**config.mk**
```make
export PLATFORM = sky130hd
export DESIGN_NAME = adc_spi_responder
export DESIGN_NICKNAME = d
export VERILOG_FILES = /design/src/rtl/adc_spi_responder.sv
export SDC_FILE = /design/constraint.sdc
export NUM_CORES = 1
export LEC_CHECK = 0
export CAP_MARGIN = 20
export CORE_ASPECT_RATIO = 1.4
export CORE_UTILIZATION = 68
export DETAILED_ROUTE_END_ITERATION = 10
export DONT_BUFFER_PORTS = 1
export HOLD_SLACK_MARGIN = 0.08
export PLACE_DENSITY = 0.93
export SLEW_MARGIN = 40
export SYNTH_ARGS = -nofsm -noshare
export SYNTH_HDL_FRONTEND = slang
export SYNTH_SLANG_ARGS = --single-unit
```
**constraint.sdc**
```tcl
create_clock -name clk -period 5.2 [get_ports clk]
set_clock_uncertainty 0.2 [all_clocks]
set_input_delay 0.78 -clock clk [delete_from_list [all_inputs] [get_ports clk]]
set_output_delay 0.78 -clock clk [all_outputs]
set_load 0.05 [all_outputs]
```
**src/rtl/adc_spi_responder.sv**
```systemverilog
// Device-side emulation of an 8-channel 12-bit serial ADC (CS_N/SCLK/SADDR in, SDAT out), oversampled in clk.
// Optional per-channel test ramp data source is enabled with the ADC_RESP_RAMP_EN macro.
module adc_spi_responder #(
   parameter int NUM_CH      = 8,
   parameter int SYNC_STAGES = 2
) (
   input  logic                   clk,
   input  logic                   reset,
   input  logic                   adc_cs_n,
   input  logic                   adc_sclk,
   input  logic                   adc_saddr,
   output logic                   adc_sdat,
   output logic                   adc_sdat_oe,
   input  logic [12*NUM_CH-1:0]   ch_data,
   input  logic                   ramp_en,
   output logic                   frame_done,
   output logic [2:0]             frame_ch,
   output logic                   proto_err,
   input  logic                   err_clr
);

   typedef enum logic [1:0] {
      ST_IDLE   = 2'd0,
      ST_ACTIVE = 2'd1,
      ST_ABORT  = 2'd2
   } state_t;

   logic [SYNC_STAGES-1:0] r_cs_sync;
   logic [SYNC_STAGES-1:0] r_sclk_sync;
   logic [SYNC_STAGES-1:0] r_saddr_sync;
   logic                   r_cs_d;
   logic                   r_sclk_d;

   state_t      r_state;
   logic [3:0]  r_edge_cnt;
   logic [1:0]  r_addr_tmp;
   logic [2:0]  r_next_ch;
   logic [2:0]  r_cur_ch;
   logic [10:0] r_shift;
   logic        r_sdat;
   logic        r_sdat_oe;
   logic        r_frame_done;
   logic [2:0]  r_frame_ch;
   logic        r_proto_err;

   logic        w_cs_s;
   logic        w_sclk_s;
   logic        w_saddr_s;
   logic        w_cs_fall;
   logic        w_cs_rise;
   logic        w_sclk_rise;
   logic        w_sclk_fall;
   logic        w_abort;
   logic        w_wrap;
   logic [11:0] w_ch_sel;
   logic [11:0] w_load_data;

   // CS_N is cleared to 0 in reset so a CS_N still held low never looks like a fresh fall.
   always_ff @(posedge clk) begin
      if (reset) begin
         r_cs_sync    <= {SYNC_STAGES{1'b0}};
         r_sclk_sync  <= {SYNC_STAGES{1'b1}};
         r_saddr_sync <= {SYNC_STAGES{1'b0}};
         r_cs_d       <= 1'b0;
         r_sclk_d     <= 1'b1;
      end else begin
         r_cs_sync    <= {r_cs_sync[SYNC_STAGES-2:0], adc_cs_n};
         r_sclk_sync  <= {r_sclk_sync[SYNC_STAGES-2:0], adc_sclk};
         r_saddr_sync <= {r_saddr_sync[SYNC_STAGES-2:0], adc_saddr};
         r_cs_d       <= r_cs_sync[SYNC_STAGES-1];
         r_sclk_d     <= r_sclk_sync[SYNC_STAGES-1];
      end
   end

   assign w_cs_s      = r_cs_sync[SYNC_STAGES-1];
   assign w_sclk_s    = r_sclk_sync[SYNC_STAGES-1];
   assign w_saddr_s   = r_saddr_sync[SYNC_STAGES-1];
   assign w_cs_fall   = r_cs_d & ~w_cs_s;
   assign w_cs_rise   = ~r_cs_d & w_cs_s;
   assign w_sclk_rise = ~r_sclk_d & w_sclk_s;
   assign w_sclk_fall = r_sclk_d & ~w_sclk_s;
   assign w_abort     = (r_state == ST_ACTIVE) & w_cs_rise & (r_edge_cnt != 4'd0);
   assign w_wrap      = (r_state == ST_ACTIVE) & ~w_cs_rise & w_sclk_rise & (r_edge_cnt == 4'd15);

   // Channel value mux; addresses at or beyond NUM_CH match nothing and return zero.
   always_comb begin
      w_ch_sel = 12'h000;
      for (int k = 0; k < NUM_CH; k++) begin
         w_ch_sel = w_ch_sel | ((r_cur_ch == 3'(k)) ? ch_data[12*k +: 12] : 12'h000);
      end
   end

`ifdef ADC_RESP_RAMP_EN
   logic [11:0] r_ramp [NUM_CH];
   logic [11:0] w_ramp_sel;

   // Ramp counters advance only when a completed frame returned that channel.
   always_ff @(posedge clk) begin
      if (reset) begin
         for (int k = 0; k < NUM_CH; k++) begin
            r_ramp[k] <= 12'(k * 256);
         end
      end else if (w_wrap) begin
         for (int k = 0; k < NUM_CH; k++) begin
            if (r_cur_ch == 3'(k)) begin
               r_ramp[k] <= r_ramp[k] + 12'd1;
            end
         end
      end
   end

   // Ramp value mux for the channel of the frame in flight.
   always_comb begin
      w_ramp_sel = 12'h000;
      for (int k = 0; k < NUM_CH; k++) begin
         w_ramp_sel = w_ramp_sel | ((r_cur_ch == 3'(k)) ? r_ramp[k] : 12'h000);
      end
   end

   assign w_load_data = ramp_en ? w_ramp_sel : w_ch_sel;
`else
   logic w_unused_ramp;
   assign w_unused_ramp = ramp_en;
   assign w_load_data   = w_ch_sel;
`endif

   // Frame state machine; a CS_N rise takes priority over any SCLK edge in the same cycle.
   always_ff @(posedge clk) begin
      if (reset) begin
         r_state      <= ST_IDLE;
         r_edge_cnt   <= 4'd0;
         r_addr_tmp   <= 2'b00;
         r_next_ch    <= 3'd0;
         r_cur_ch     <= 3'd0;
         r_shift      <= 11'd0;
         r_sdat       <= 1'b0;
         r_sdat_oe    <= 1'b0;
         r_frame_done <= 1'b0;
         r_frame_ch   <= 3'd0;
         r_proto_err  <= 1'b0;
      end else begin
         r_frame_done <= 1'b0;
         case (r_state)
            ST_IDLE: begin
               r_sdat     <= 1'b0;
               r_edge_cnt <= 4'd0;
               if (w_cs_fall) begin
                  r_state   <= ST_ACTIVE;
                  r_sdat_oe <= 1'b1;
                  r_cur_ch  <= r_next_ch;
               end else begin
                  r_sdat_oe <= 1'b0;
               end
            end
            ST_ACTIVE: begin
               if (w_cs_rise) begin
                  r_sdat_oe  <= 1'b0;
                  r_sdat     <= 1'b0;
                  r_edge_cnt <= 4'd0;
                  r_state    <= (r_edge_cnt == 4'd0) ? ST_IDLE : ST_ABORT;
               end else if (w_sclk_rise) begin
                  r_edge_cnt <= r_edge_cnt + 4'd1;
                  case (r_edge_cnt)
                     4'd2:    r_addr_tmp[1] <= w_saddr_s;
                     4'd3:    r_addr_tmp[0] <= w_saddr_s;
                     4'd4:    r_next_ch     <= {r_addr_tmp, w_saddr_s};
                     4'd15: begin
                        r_frame_done <= 1'b1;
                        r_frame_ch   <= r_cur_ch;
                        r_cur_ch     <= r_next_ch;
                     end
                     default: r_addr_tmp <= r_addr_tmp;
                  endcase
               end else if (w_sclk_fall) begin
                  if (r_edge_cnt == 4'd3) begin
                     r_sdat  <= w_load_data[11];
                     r_shift <= w_load_data[10:0];
                  end else if ((r_edge_cnt >= 4'd4) && (r_edge_cnt <= 4'd14)) begin
                     r_sdat  <= r_shift[10];
                     r_shift <= {r_shift[9:0], 1'b0};
                  end else begin
                     r_sdat <= 1'b0;
                  end
               end else begin
                  r_sdat_oe <= 1'b1;
               end
            end
            ST_ABORT: begin
               r_state   <= ST_IDLE;
               r_sdat_oe <= 1'b0;
               r_sdat    <= 1'b0;
            end
            default: begin
               r_state   <= ST_IDLE;
               r_sdat_oe <= 1'b0;
               r_sdat    <= 1'b0;
            end
         endcase
         // A new abort outranks a simultaneous clear.
         if (w_abort) begin
            r_proto_err <= 1'b1;
         end else if (err_clr) begin
            r_proto_err <= 1'b0;
         end else begin
            r_proto_err <= r_proto_err;
         end
      end
   end

   assign adc_sdat    = r_sdat;
   assign adc_sdat_oe = r_sdat_oe;
   assign frame_done  = r_frame_done;
   assign frame_ch    = r_frame_ch;
   assign proto_err   = r_proto_err;

endmodule

```
==> metrics.md, run 1 <==
| Metric | Value |
|---|---|
| Outcome | finished clean |
| Layout cells sized above 1 | 0.139 |
| Multi-input logic area | 0.00169 mm2 |
| CTS H-Tree Depth | 2 |
| CTS Sinks | 40 |
| CP startpoint | r_cur_ch[2]$_SDFFE_PP0P_ |
| Syn nets | 402 |
| Core area | 0.00371 mm2 |
| Leakage | 0.898 nW |
| DRC | 0 |
| Remaining antenna violation count | 0 |
| Count of state elements after synthesis | 40 |
| Vias | 2305 |
| Root Buffer | clkbuf_8 |
| TritonCTS clock tree | yes |
| GPL Wtd Cong | 0.968 |
| Largest stage delay on the critical path | 0.66 ns |
| Worst Setup Path Type | register to register |
| Yosys warns | 0 |
| Largest cells by area after synthesis | dfxtp_1, mux2i_1, mux2_2 |
| HPWL after DPL | 4960 um |
| Setup slack at placement | 2.75 ns |
| Ys flop type | dfxtp_1 |
| Worst-path clk slew | 0.08 ns |
| Initial Util | 0.720 |
| Critical R2R Launch | r_cur_ch[2]$_SDFFE_PP0P_ |
| CTS Buffer Depth | 2 |
| Gr usage total | 0.310 |
| First drt pass iteration count | 4 |
| Fillers | 257 |
| Reg2Reg Setup Slack | 2.69 ns |
| Max Cap Viol | 0 |
| Hold path depth | 1 |
| Hold buffer count at cts | 0 |
| Fin crit period | 2.51 ns |
| Worst-path cell chain | buf_4 -> mux2_2 -> a221oi_1 -> o211ai_1 -> a32o_1 |
| Final Hold Vio Count | 0 |
| Tot Pwr | 0.615 mW |
| Number of DRC markers in iteration 0 | 83 |
| Fin Hold WS | 0.208 ns |
| Worst setup EP type | register |
| Die ar. | 0.00419 mm2 |
| Cell Area, Synth | 0.00267 mm2 |
| Layout Cells excl Fill | 329 |
| Slowest cell on crit path | dfxtp_1 |
| EDFF count, synth | 0 |
| Final Setup Violations | 0 |
| Worst Hold End | r_sclk_sync[1]$_SDFF_PP1_ |
| Setup crit start kind | register |
| GRT overflow | 0 |
| Cell variety after synth | 55 |
| Final period utilization | 0.483 |
| Register area share after synthesis | 0.300 |
| Share of the synthesized area in the top cell type | 0.300 |
| Largest net degree at the start of global routing | 36 |
| Number of CTS-inserted buffers | 5 |
| Max IR drop VDD | 0.325 mV |
| Max transition margin | 0.559 |
| Die Ht | 76.2 um |
| Syn Inst Count | 296 |
| Die Width | 55.0 um |
| Hold Crit Start | r_sclk_sync[0]$_SDFF_PP1_ |
| Nets | 392 |
| R2R depth | 5 |
| WL/cell | 19.6 um |
| Fmax | 0.398 GHz |
| Worst endpoint data arrival time | 2.50 ns |
| Most area-hungry cell type in the Yosys netlist | dfxtp_1 |
| Setup repair after global routing missed its margin | false |
| Post-route setup slack | 2.69 ns |
| Post-synthesis async set-or-reset flop share | 0 |
| FF+latch area | 801 um2 |
| Cell Pwr Density | 224 mW/mm2 |
| Clock Latency Late Sink | 0.29 ns |
| Max Slew Vio Count | 0 |
| Final Routed Wirelength | 6450 um |
| First-pass GRT wire length | 9410 um |
| Req. time, crit path | 5.19 ns |
| P&R area growth vs syn | 2.86% |
| Number of cells in the design after placement | 321 |
| Initial antenna violation count | 0 |
| # diodes | 0 |
| Worst Hold Class | register to register |
| Count of port buffers added during placement | 0 |
| Site Rows | 26 |
| Vias in the first global route | 2178 |
| Postcts setup bufs | 0 |
| Setup_tns | 0 ns |
| Post-cts sizing count | 0 |
| Worst slew pin tran | 0.657 ns |
| Via density | 7.01 |
| CP Max Fanout | 27 |
| Reg2Reg Capture Point | r_shift[2]$_SDFFE_PP0P_ |
| I/O pins | 110 |
| Syn Area/Cell | 9.02 um2 |
synth_stat cells (all sizes together), types with 6 or more instances:
cell,instances
buf,18
a21oi,16
inv,13
mux2i,24
nand2b,15
dfxtp,40
a32o,7
mux2,14
nor2,20
o21ai,10
nand2,10
nor3,6
a221oi,9
nor2b,13
state kept, by name, summed over array words and instances, names as in the netlist:
register,count
r_shift,11
r_sclk_d,1
r_cs_sync,2
proto_err,1
adc_sdat,1
frame_done,1
r_edge_cnt,4
frame_ch,3
r_addr_tmp,2
r_state,2
r_next_ch,3
r_cur_ch,3
r_cs_d,1
r_sclk_sync,2
adc_sdat_oe,1
r_saddr_sync,2
logic make-up after synthesis:
| kind of cell | after synthesis | share of synthesized area |
|---|---|---|
| AOI/OAI and AO/OA | 80 | 0.226 |
| adders and majority gates | 4 | 0.0178 |
| buffers and inverters | 34 | 0.0679 |
| DFF | 40 | 0.300 |
| muxes | 39 | 0.157 |
| and+or+nand+nor | 99 | 0.231 |
where the power goes:
group          internal, mW  switching [mW]
clock network         0.169           0.102
logic                0.0174          0.0141
registers             0.309         0.00274
total                 0.496           0.119
metrics by stage:
stage,area (um2),utilization
floorplan,2670,-
global route,2750,0.741
global placement,2620,0.707
finish,2750,0.741
CTS,2750,0.741
detailed placement,2620,0.707
area by class of cell:
class / instances / share of cell area
inverters: 13 / 0.0178
well taps: 42 / 0.0191
clock buffers: 7 / 0.0351
flip-flops and latches: 40 / 0.291
repair buffers: 4 / 0.0109
clock inverters: 1 / 0.0109
multi-input cells: 222 / 0.615
how the worst max path moves through the flow:
stage | to | depth (start not counted)
final | r_shift[2]$_SDFFE_PP0P_ | 5
after global routing | r_shift[2]$_SDFFE_PP0P_ | 5
after CTS | r_shift[2]$_SDFFE_PP0P_ | 5
after detailed placement | r_shift[2]$_SDFFE_PP0P_ | 5
after global placement | r_shift[2]$_SDFFE_PP0P_ | 5
after floorplan | adc_sdat$_SDFFE_PP0P_ | 4
layout by cell type, fill, tap and decap left out, types with 2 or more instances in the layout:
cell type  netlist  routed
nand3_1          5       5
a21o_1           4       4
nand4_1          4       4
nand2_1         10      10
a31oi_1          3       3
o211a_1          2       2
a32o_1           7       7
nor3_1           6       6
nor2b_1         12      12
and3_1           5       5
nand3b_1         3       3
a21oi_1         15      15
mux2i_1         24      24
clkbuf_8         0       7
nor2_1          20      20
o2bb2ai_1        5       5
nor4_4           3       3
dfxtp_1         40      40
ha_1             3       3
o21a_1           2       2
mux2_2          14      14
nand2b_1        15      15
buf_4            3       4
a211o_1          2       2
o21ai_0         10      10
a221oi_1         9       9
a2111oi_0        2       2
or2_2            3       3
o32ai_1          5       5
o221ai_1         3       3
inv_1           13      13
nor3b_1          4       4
a22oi_1          3       3
worst max-delay path: cells and delay by family, from the launching register on:
kind                   cells  cell delay, ns
buffers and inverters      1            0.39
muxes                      1            0.37
DFF                        1            0.66
AOI/OAI and AO/OA          3            0.76
routing by layer:
layer	global-route usage	routed length, um	vias up	part of all wire
li1	-	-	1083	-
met1	0.289	2210	1069	0.34
met2	0.548	3370	131	0.52
met3	0.0898	635	22	0.098
met4	0.185	231	0	0.036
met5	0	0	-	0
Power figures use the tool's default switching activity.
==> inputs of run 2 (changes only) <==
- ABC_AREA: not set -> 1
- CORE_UTILIZATION: 68 -> 58
- PLACE_DENSITY: 0.93 -> 0.85
- clock period: 5.2 -> 2.28 ns (I/O delays scaled with it)
==> run 2 against run 1 <==
Hold slack got worse by 0.090 ns. Highest routed layer unchanged. Maximum frequency increased by 34%. Sequential share of layout area decreased by 1.7 points. Combinational power increased to 14 times the previous value. Synthesized area increased by 6.3%.
==> metrics.md, run 2 <==
| Metric | Value |
|---|---|
| Register area share after synthesis | 0.282 |
| Gate power share | 0.268 |
| Part of the power in registers | 0.449 |
| Initial Util | 0.616 |
| CP Max Fanout | 23 |
| CTS Buffer Depth | 2 |
| Worst setup EP type | register |
| I/O pins | 110 |
| Fin Hold WS | 0.117 ns |
| Post-cts sizing count | 0 |
| Vias in the first global route | 2459 |
| Most common cell after layout, fill and taps aside | nand2_1 |
| Slowest cell on crit path | dfxtp_1 |
| Clock share of power | 0.282 |
| Count of state elements after synthesis | 40 |
| Post-synthesis async set-or-reset flop share | 0 |
| Final period utilization | 0.824 |
| Setup_tns | 0 ns |
| Cell Area, Synth | 0.00284 mm2 |
| Most used routing layer | met2 |
| Syn Inst Count | 450 |
| Switch Pwr | 0.609 mW |
| Hold Crit Start | reset |
| Root Buffer | clkbuf_8 |
| Die ar. | 0.00518 mm2 |
| Routing usage on met3 | 0.0601 |
| Largest net degree at the start of global routing | 37 |
| Die Ht | 84.8 um |
| Setup repair after global routing missed its margin | false |
| Hold path depth | 2 |
| Number of flip-flops under the largest register name | 11 |
| Cell Pwr Density | 573 mW/mm2 |
| Final Setup Violations | 0 |
| HPWL after DPL | 5150 um |
| Outcome | finished clean |
| Cell variety after synth | 30 |
| Share of the synthesized area in the top cell type | 0.282 |
| Fmax | 0.532 GHz |
| Switching Share | 0.364 |
| Internal power | 1.06 mW |
| Regs by FF count | r_shift: 11 flops, r_edge_cnt: 4 flops |
| Syn nets | 556 |
| Max Cap Viol | 0 |
| Worst endpoint data arrival time | 1.85 ns |
| Largest cells by area after synthesis | dfxtp_1, nand4_1, nand2_1 |
| Cell with the most instances after synthesis | nand2_1 |
| EDFF count, synth | 0 |
| CTS Sinks | 40 |
| Met1 Usage GRT | 0.283 |
| Final Routed Wirelength | 7280 um |
| Count of port buffers added during placement | 0 |
| Max IR drop VDD | 0.440 mV |
| Largest stage delay on the critical path | 0.60 ns |
| First-pass GRT wire length | 10500 um |
| Initial antenna violation count | 0 |
| Number of DRC markers in iteration 0 | 133 |
| Top cells by count, synth | nand2_1, nor2_1, nand4_1 |
| Site Rows | 29 |
| Fillers | 421 |
| GPL Wtd Cong | 0.904 |
| Req. time, crit path | 2.25 ns |
| CP startpoint | r_cur_ch[0]$_SDFFE_PP0P_ |
| Die Width | 61.1 um |
| Worst slew pin tran | 0.565 ns |
| Max Slew Vio Count | 0 |
| Worst Hold Class | input pin to register |
| Critical R2R Launch | r_cur_ch[0]$_SDFFE_PP0P_ |
| Layout cells sized above 1 | 0.142 |
| DRC | 0 |
| Fin crit period | 1.88 ns |
| Yosys warns | 0 |
| GRT overflow | 0 |
| Post-route setup slack | 0.400 ns |
| Commonest non-fill, non-tap cells in the layout | nand2_1, nor2_1, nand4_1 |
| Largest Register | r_shift |
| Leakage | 1.28 nW |
| Worst-path cell chain | inv_2 -> nand3_1 -> inv_2 -> nand2_1 -> nand2_1 -> nor2_1 -> nand2_1 -> nand2_1 -> a21oi_1 |
| Syn Area/Cell | 6.31 um2 |
| Most area-hungry cell type in the Yosys netlist | dfxtp_1 |
| Number of CTS-inserted buffers | 5 |
| Worst-path clk slew | 0.08 ns |
| Vias | 2898 |
| Setup crit start kind | register |
| Worst Setup Path Type | register to register |
| Ys flop type | dfxtp_1 |
| Clock Latency Late Sink | 0.30 ns |
| Max transition margin | 0.622 |
| Remaining antenna violation count | 0 |
| Setup slack at placement | 0.453 ns |
| Core area | 0.00461 mm2 |
| Gr usage total | 0.271 |
| Met2 GRT Util | 0.484 |
| Nets | 543 |
| CTS H-Tree Depth | 2 |
| P&R area growth vs syn | 2.64% |
| Final Hold Vio Count | 0 |
| First drt pass iteration count | 5 |
| Via density | 5.80 |
| TritonCTS clock tree | yes |
| WL/cell | 14.6 um |
| Most used cell, CP | nand2_1 |
| # diodes | 0 |
| R2R depth | 9 |
## run 2: kinds of logic (layout without fill, tap and decap cells)
group                    Yosys count  count (layout)  share of synthesized area
flip-flops                        40              40                      0.282
AND/OR/NAND/NOR                  264             264                      0.450
buffers and inverters             88              76                      0.141
adder cells (fa/ha/maj)            3               3                     0.0132
AO/OA/AOI/OAI                     55              55                      0.115
## run 2: repair_timing
item,in CTS,in global routing
setup buffers,0,0
setup endpoints to repair,0,0
endpoints found under the hold margin,26,0
hold buffers,5,0
## run 2: power by group through the flow
stage / Combinational [mW] / Sequential, mW / Clock (mW)
2_1_floorplan: 0.384 / 0.753 / 0
3_3_place_gp: 0.413 / 0.766 / 0
3_5_place_dp: 0.421 / 0.767 / 0
4_1_cts: 0.437 / 0.751 / 0.491
5_1_grt: 0.498 / 0.754 / 0.517
6_report: 0.449 / 0.751 / 0.472
## run 2: layout make-up
type	instances	area, um2	share of cell area
Multi-Input combinational cell	322	1640	0.563
Sequential cell	40	801	0.275
Inverter	57	214	0.0734
Timing Repair Buffer	11	90.1	0.0309
Tap cell	62	77.6	0.0266
Clock buffer	5	68.8	0.0236
Clock inverter	3	23.8	0.00815
## run 2: metrics by stage
stage          power (mW)  instances  instance area, um2   util
3_3_place_gp         1.18        487                2780  0.603
6_report             1.67        500                2920  0.633
4_1_cts              1.68        500                2920  0.634
5_1_grt              1.77        500                2920  0.633
3_5_place_dp         1.19        487                2780  0.603
2_1_floorplan        1.14        450                2840      -
## run 2: final timing paths
check / slack (ns) / end
hold / removal: 0.12 / r_sclk_d$_SDFF_PP1_
setup / recovery: 0.40 / r_shift[0]$_SDFFE_PP0P_
hold reg to reg: 0.21 / r_saddr_sync[1]$_SDFF_PP0_
setup reg to reg: 0.40 / r_shift[0]$_SDFFE_PP0P_
## run 2: critical path, delay by kind of cell (launching register included)
kind / cells / cell delay (ns)
buf+inv: 2 / 0.36
simple gates: 6 / 0.54
compound gates: 1 / 0.05
flops: 1 / 0.60
## run 2: metal layers
| layer | share of wire | vias up |
|---|---|---|
| li1 | - | 1464 |
| met1 | 0.39 | 1276 |
| met2 | 0.50 | 144 |
| met3 | 0.084 | 14 |
| met4 | 0.026 | 0 |
| met5 | 0 | - |
==> inputs of run 3 (changes only) <==
- ABC_AREA: 1 -> 0
- CORE_UTILIZATION: 58 -> 64
- PLACE_DENSITY: 0.85 -> 0.89
- clock period: 2.28 -> 1.8 ns (I/O delays scaled with it)
==> run 3 against run 2 <==
Synthesized cell count down 34%. Synthesized area shrank 5.9%. The flow now stops in global routing (5_1_grt).
==> metrics.md, run 3 <==
| Metric | Value |
|---|---|
| Most area-hungry cell type in the Yosys netlist | dfxtp_1 |
| Post-synthesis async set-or-reset flop share | 0 |
| Outcome | did not finish |
| Ys flop type | dfxtp_1 |
| Yosys warns | 0 |
| Syn Area/Cell | 9.02 um2 |
| Register area share after synthesis | 0.300 |
| Root Buffer | clkbuf_8 |
| Initial Util | 0.676 |
| Largest net degree at the start of global routing | 20 |
| Top cells by count, synth | dfxtp_1, mux2i_1, nor2_1 |
| Syn nets | 402 |
| Count of port buffers added during placement | 0 |
| Fail Step | global routing (5_1_grt) |
| Syn Inst Count | 296 |
| Worst setup endpoint GRT | r_cur_ch[2]$_SDFFE_PP0P_/D |
| Number of CTS-inserted buffers | 5 |
| Site Rows | 27 |
| GPL Wtd Cong | 0.976 |
| Count of state elements after synthesis | 40 |
| CTS Sinks | 40 |
| HPWL after DPL | 5950 um |
| Cell with the most instances after synthesis | dfxtp_1 |
| Run Error | [ERROR DPL-0038] Utilization greater than 100%, impossible to legalize |
| EDFF count, synth | 0 |
| Share of the synthesized area in the top cell type | 0.300 |
| Largest cells by area after synthesis | dfxtp_1, mux2i_1, mux2_2 |
| I/O pins | 110 |
| Cell Area, Synth | 0.00267 mm2 |
| Dpl cell area | 0.00294 mm2 |
| CTS Buffer Depth | 2 |
| Cell variety after synth | 55 |
| Die Ht | 78.4 um |
| Worst End Pin Type | sequential cell input |
| Die Width | 56.6 um |
| CTS H-Tree Depth | 2 |
run 3: changes by cell type after synthesis, moves of 14 or more:
| cell | previous run | this run |
|---|---|---|
| inv_1 | 47 | 13 |
| nand2_1 | 85 | 10 |
| mux2i_1 | 0 | 24 |
| o21ai_1 | 14 | 0 |
| nand2b_1 | 0 | 15 |
| nand4_1 | 53 | 4 |
| mux2_2 | 0 | 14 |
| nand3_1 | 42 | 5 |
| nor2_1 | 56 | 20 |
run 3: what timing repair did:
| action | CTS |
|---|---|
| endpoints found under the hold margin | 36 |
| pin swaps | 12 |
| resized for setup | 48 |
| cloned | 0 |
| hold buffers | 12 |
| setup endpoints to repair | 15 |
| setup buffers | 7 |
run 3: kinds of logic after synthesis:
family	share of synthesized area
AO/OA/AOI/OAI	0.226
flip-flops	0.300
adder cells (fa/ha/maj)	0.0178
AND/OR/NAND/NOR	0.231
buffers and inverters	0.0679
multiplexers	0.157
run 3: stage by stage:
stage	util	worst slack, ns	cells
global placement	0.744	-0.167	360
CTS	0.872	-0.128	386
detailed placement	0.744	-0.226	360
floorplan	-	0.00494	296
==> inputs of run 4 (changes only) <==
- CORE_ASPECT_RATIO: 1.4 -> not set
- CORE_UTILIZATION: 64 -> 40
- HOLD_SLACK_MARGIN: 0.08 -> not set
- PLACE_DENSITY: 0.89 -> not set
- PLACE_DENSITY_LB_ADDON: not set -> 0.15
==> run 4 against run 3 <==
The flow now finishes, with violations (hold timing, setup timing).
==> metrics.md, run 4 (synthesized netlist as in run 1, its figures left out) <==
| Metric | Value |
|---|---|
| Initial Util | 0.418 |
| Max IR drop VDD | 0.524 mV |
| Worst Setup Path Type | register to register |
| Outcome | finished with violations |
| Hold buffer count at cts | 15 |
| Top delay family on crit path | compound AO/OA/AOI/OAI gates |
| I/O pins | 110 |
| CTS H-Tree Depth | 2 |
| Worst-path clk slew | 0.08 ns |
| Max transition margin | 0.661 |
| Slowest cell on crit path | or3b_4 |
| CP Max Fanout | 8 |
| Fin crit period | 1.90 ns |
| Layout cells sized above 1 | 0.394 |
| Final Hold Vio Count | 19 |
| CTS Sinks | 40 |
| Number of cells in the design after placement | 398 |
| Gr usage total | 0.226 |
| Fin Hold WS | -0.176 ns |
| Worst slew pin tran | 0.507 ns |
| Commonest non-fill, non-tap cells in the layout | buf_4, dfxtp_1, mux2i_1 |
| # diodes | 0 |
| Final Setup Violations | 7 |
| First-pass GRT wire length | 12600 um |
| Die Ht | 83.7 um |
| CTS Buffer Depth | 2 |
| Worst endpoint data arrival time | 1.90 ns |
| Largest Register | r_shift |
| Leakage | 1.29 nW |
| Die ar. | 0.00701 mm2 |
| Dpl cell area | 0.00302 mm2 |
| Setup repair after global routing missed its margin | true |
| Post-route setup slack | -0.104 ns |
| Worst setup EP type | register |
| WL/cell | 18.1 um |
| Most common cell after layout, fill and taps aside | buf_4 |
| Final Routed Wirelength | 7830 um |
| Remaining antenna violation count | 0 |
| Req. time, crit path | 1.80 ns |
| Worst Hold Class | input pin to register |
| Max Slew Vio Count | 0 |
| HPWL after DPL | 5710 um |
| Initial antenna violation count | 0 |
| Clock Latency Late Sink | 0.30 ns |
| Worst-path cell chain | ha_4 -> or3b_4 -> a31oi_1 -> o211ai_1 -> a32o_1 |
| WP buf/inv | 0 |
| TritonCTS clock tree | yes |
| GRT overflow | 0 |
| P&R area growth vs syn | 37.3% |
| Vias in the first global route | 2533 |
| Largest net degree at the start of global routing | 36 |
| Fmax | 0.525 GHz |
| Regs by FF count | r_shift: 11 flops, r_edge_cnt: 4 flops |
| Final period utilization | 1.06 |
| Via density | 5.81 |
| Site Rows | 29 |
| First drt pass iteration count | 4 |
| DRC | 0 |
| Max Cap Viol | 0 |
| Number of flip-flops under the largest register name | 11 |
| Number of DRC markers in iteration 0 | 133 |
| Failing checks | hold timing, setup timing |
| Cell Pwr Density | 482 mW/mm2 |
| Root Buffer | clkbuf_8 |
| Largest stage delay on the critical path | 0.47 ns |
| Vias | 2511 |
| GPL Wtd Cong | 0.806 |
| Count of port buffers added during placement | 0 |
| Die Width | 83.7 um |
| Core area | 0.00639 mm2 |
| Number of CTS-inserted buffers | 5 |
| Setup crit start kind | register |
| Layout Cells excl Fill | 432 |
| Post-route cell area | 0.00367 mm2 |
| Nets | 460 |
[run 4: area by class of cell]
cell class,count,area [um2]
multi-input combinational,222,1960
inverter,13,48.8
clock buffer,5,68.8
timing repair buffer,72,638
sequential,40,810
fill,553,2720
clock inverter,3,42.5
tap,77,96.3
[run 4: what timing repair did]
item                       CTS  global route
pin swaps                    9             3
buffers inserted             9             2
hold endpoints to repair    31            19
resized for setup           34            34
setup endpoints to repair   15            25
[run 4: worst paths after layout]
path | from | to | slack, ns | cells after the start
setup / recovery | r_edge_cnt[1]$_SDFFE_PP0P_ | r_shift[2]$_SDFFE_PP0P_ | -0.10 | 5
hold / removal | reset | r_edge_cnt[1]$_SDFFE_PP0P_ | -0.18 | 1
setup reg to reg | r_edge_cnt[1]$_SDFFE_PP0P_ | r_shift[2]$_SDFFE_PP0P_ | -0.10 | 5
hold reg to reg | r_shift[5]$_SDFFE_PP0P_ | r_shift[5]$_SDFFE_PP0P_ | 0.27 | 2
[run 4: per-layer routing]
metal  up-vias  global-route usage  wire length (um)  part of all wire
met5         -                   0                 0                 0
met4         0              0.0663               140             0.018
met3        12              0.0524               439             0.056
met1      1186               0.275              3340              0.43
li1       1231                   -                 -                 -
met2        82               0.394              3920              0.50
[run 4: through the flow]
| step | utilization | setup WS, ns | total power [mW] | hold WS, ns | TNS, ns |
|---|---|---|---|---|---|
| after global placement | 0.474 | -0.333 | 1.02 | 0.140 | -1.80 |
| after detailed placement | 0.474 | -0.314 | 1.02 | 0.142 | -2.01 |
| after global routing | 0.574 | -0.174 | 1.84 | -0.190 | -1.33 |
| after floorplan | - | 0.00494 | 1.01 | 0.174 | 0 |
| after CTS | 0.547 | -0.0931 | 1.77 | -0.180 | -0.526 |
| final | 0.574 | -0.104 | 1.77 | -0.176 | -0.447 |
[run 4: power breakdown]
| part | internal, mW | switching, mW |
|---|---|---|
| Clock | 0.410 | 0.330 |
| Combinational | 0.0730 | 0.0556 |
| Sequential | 0.891 | 0.00733 |
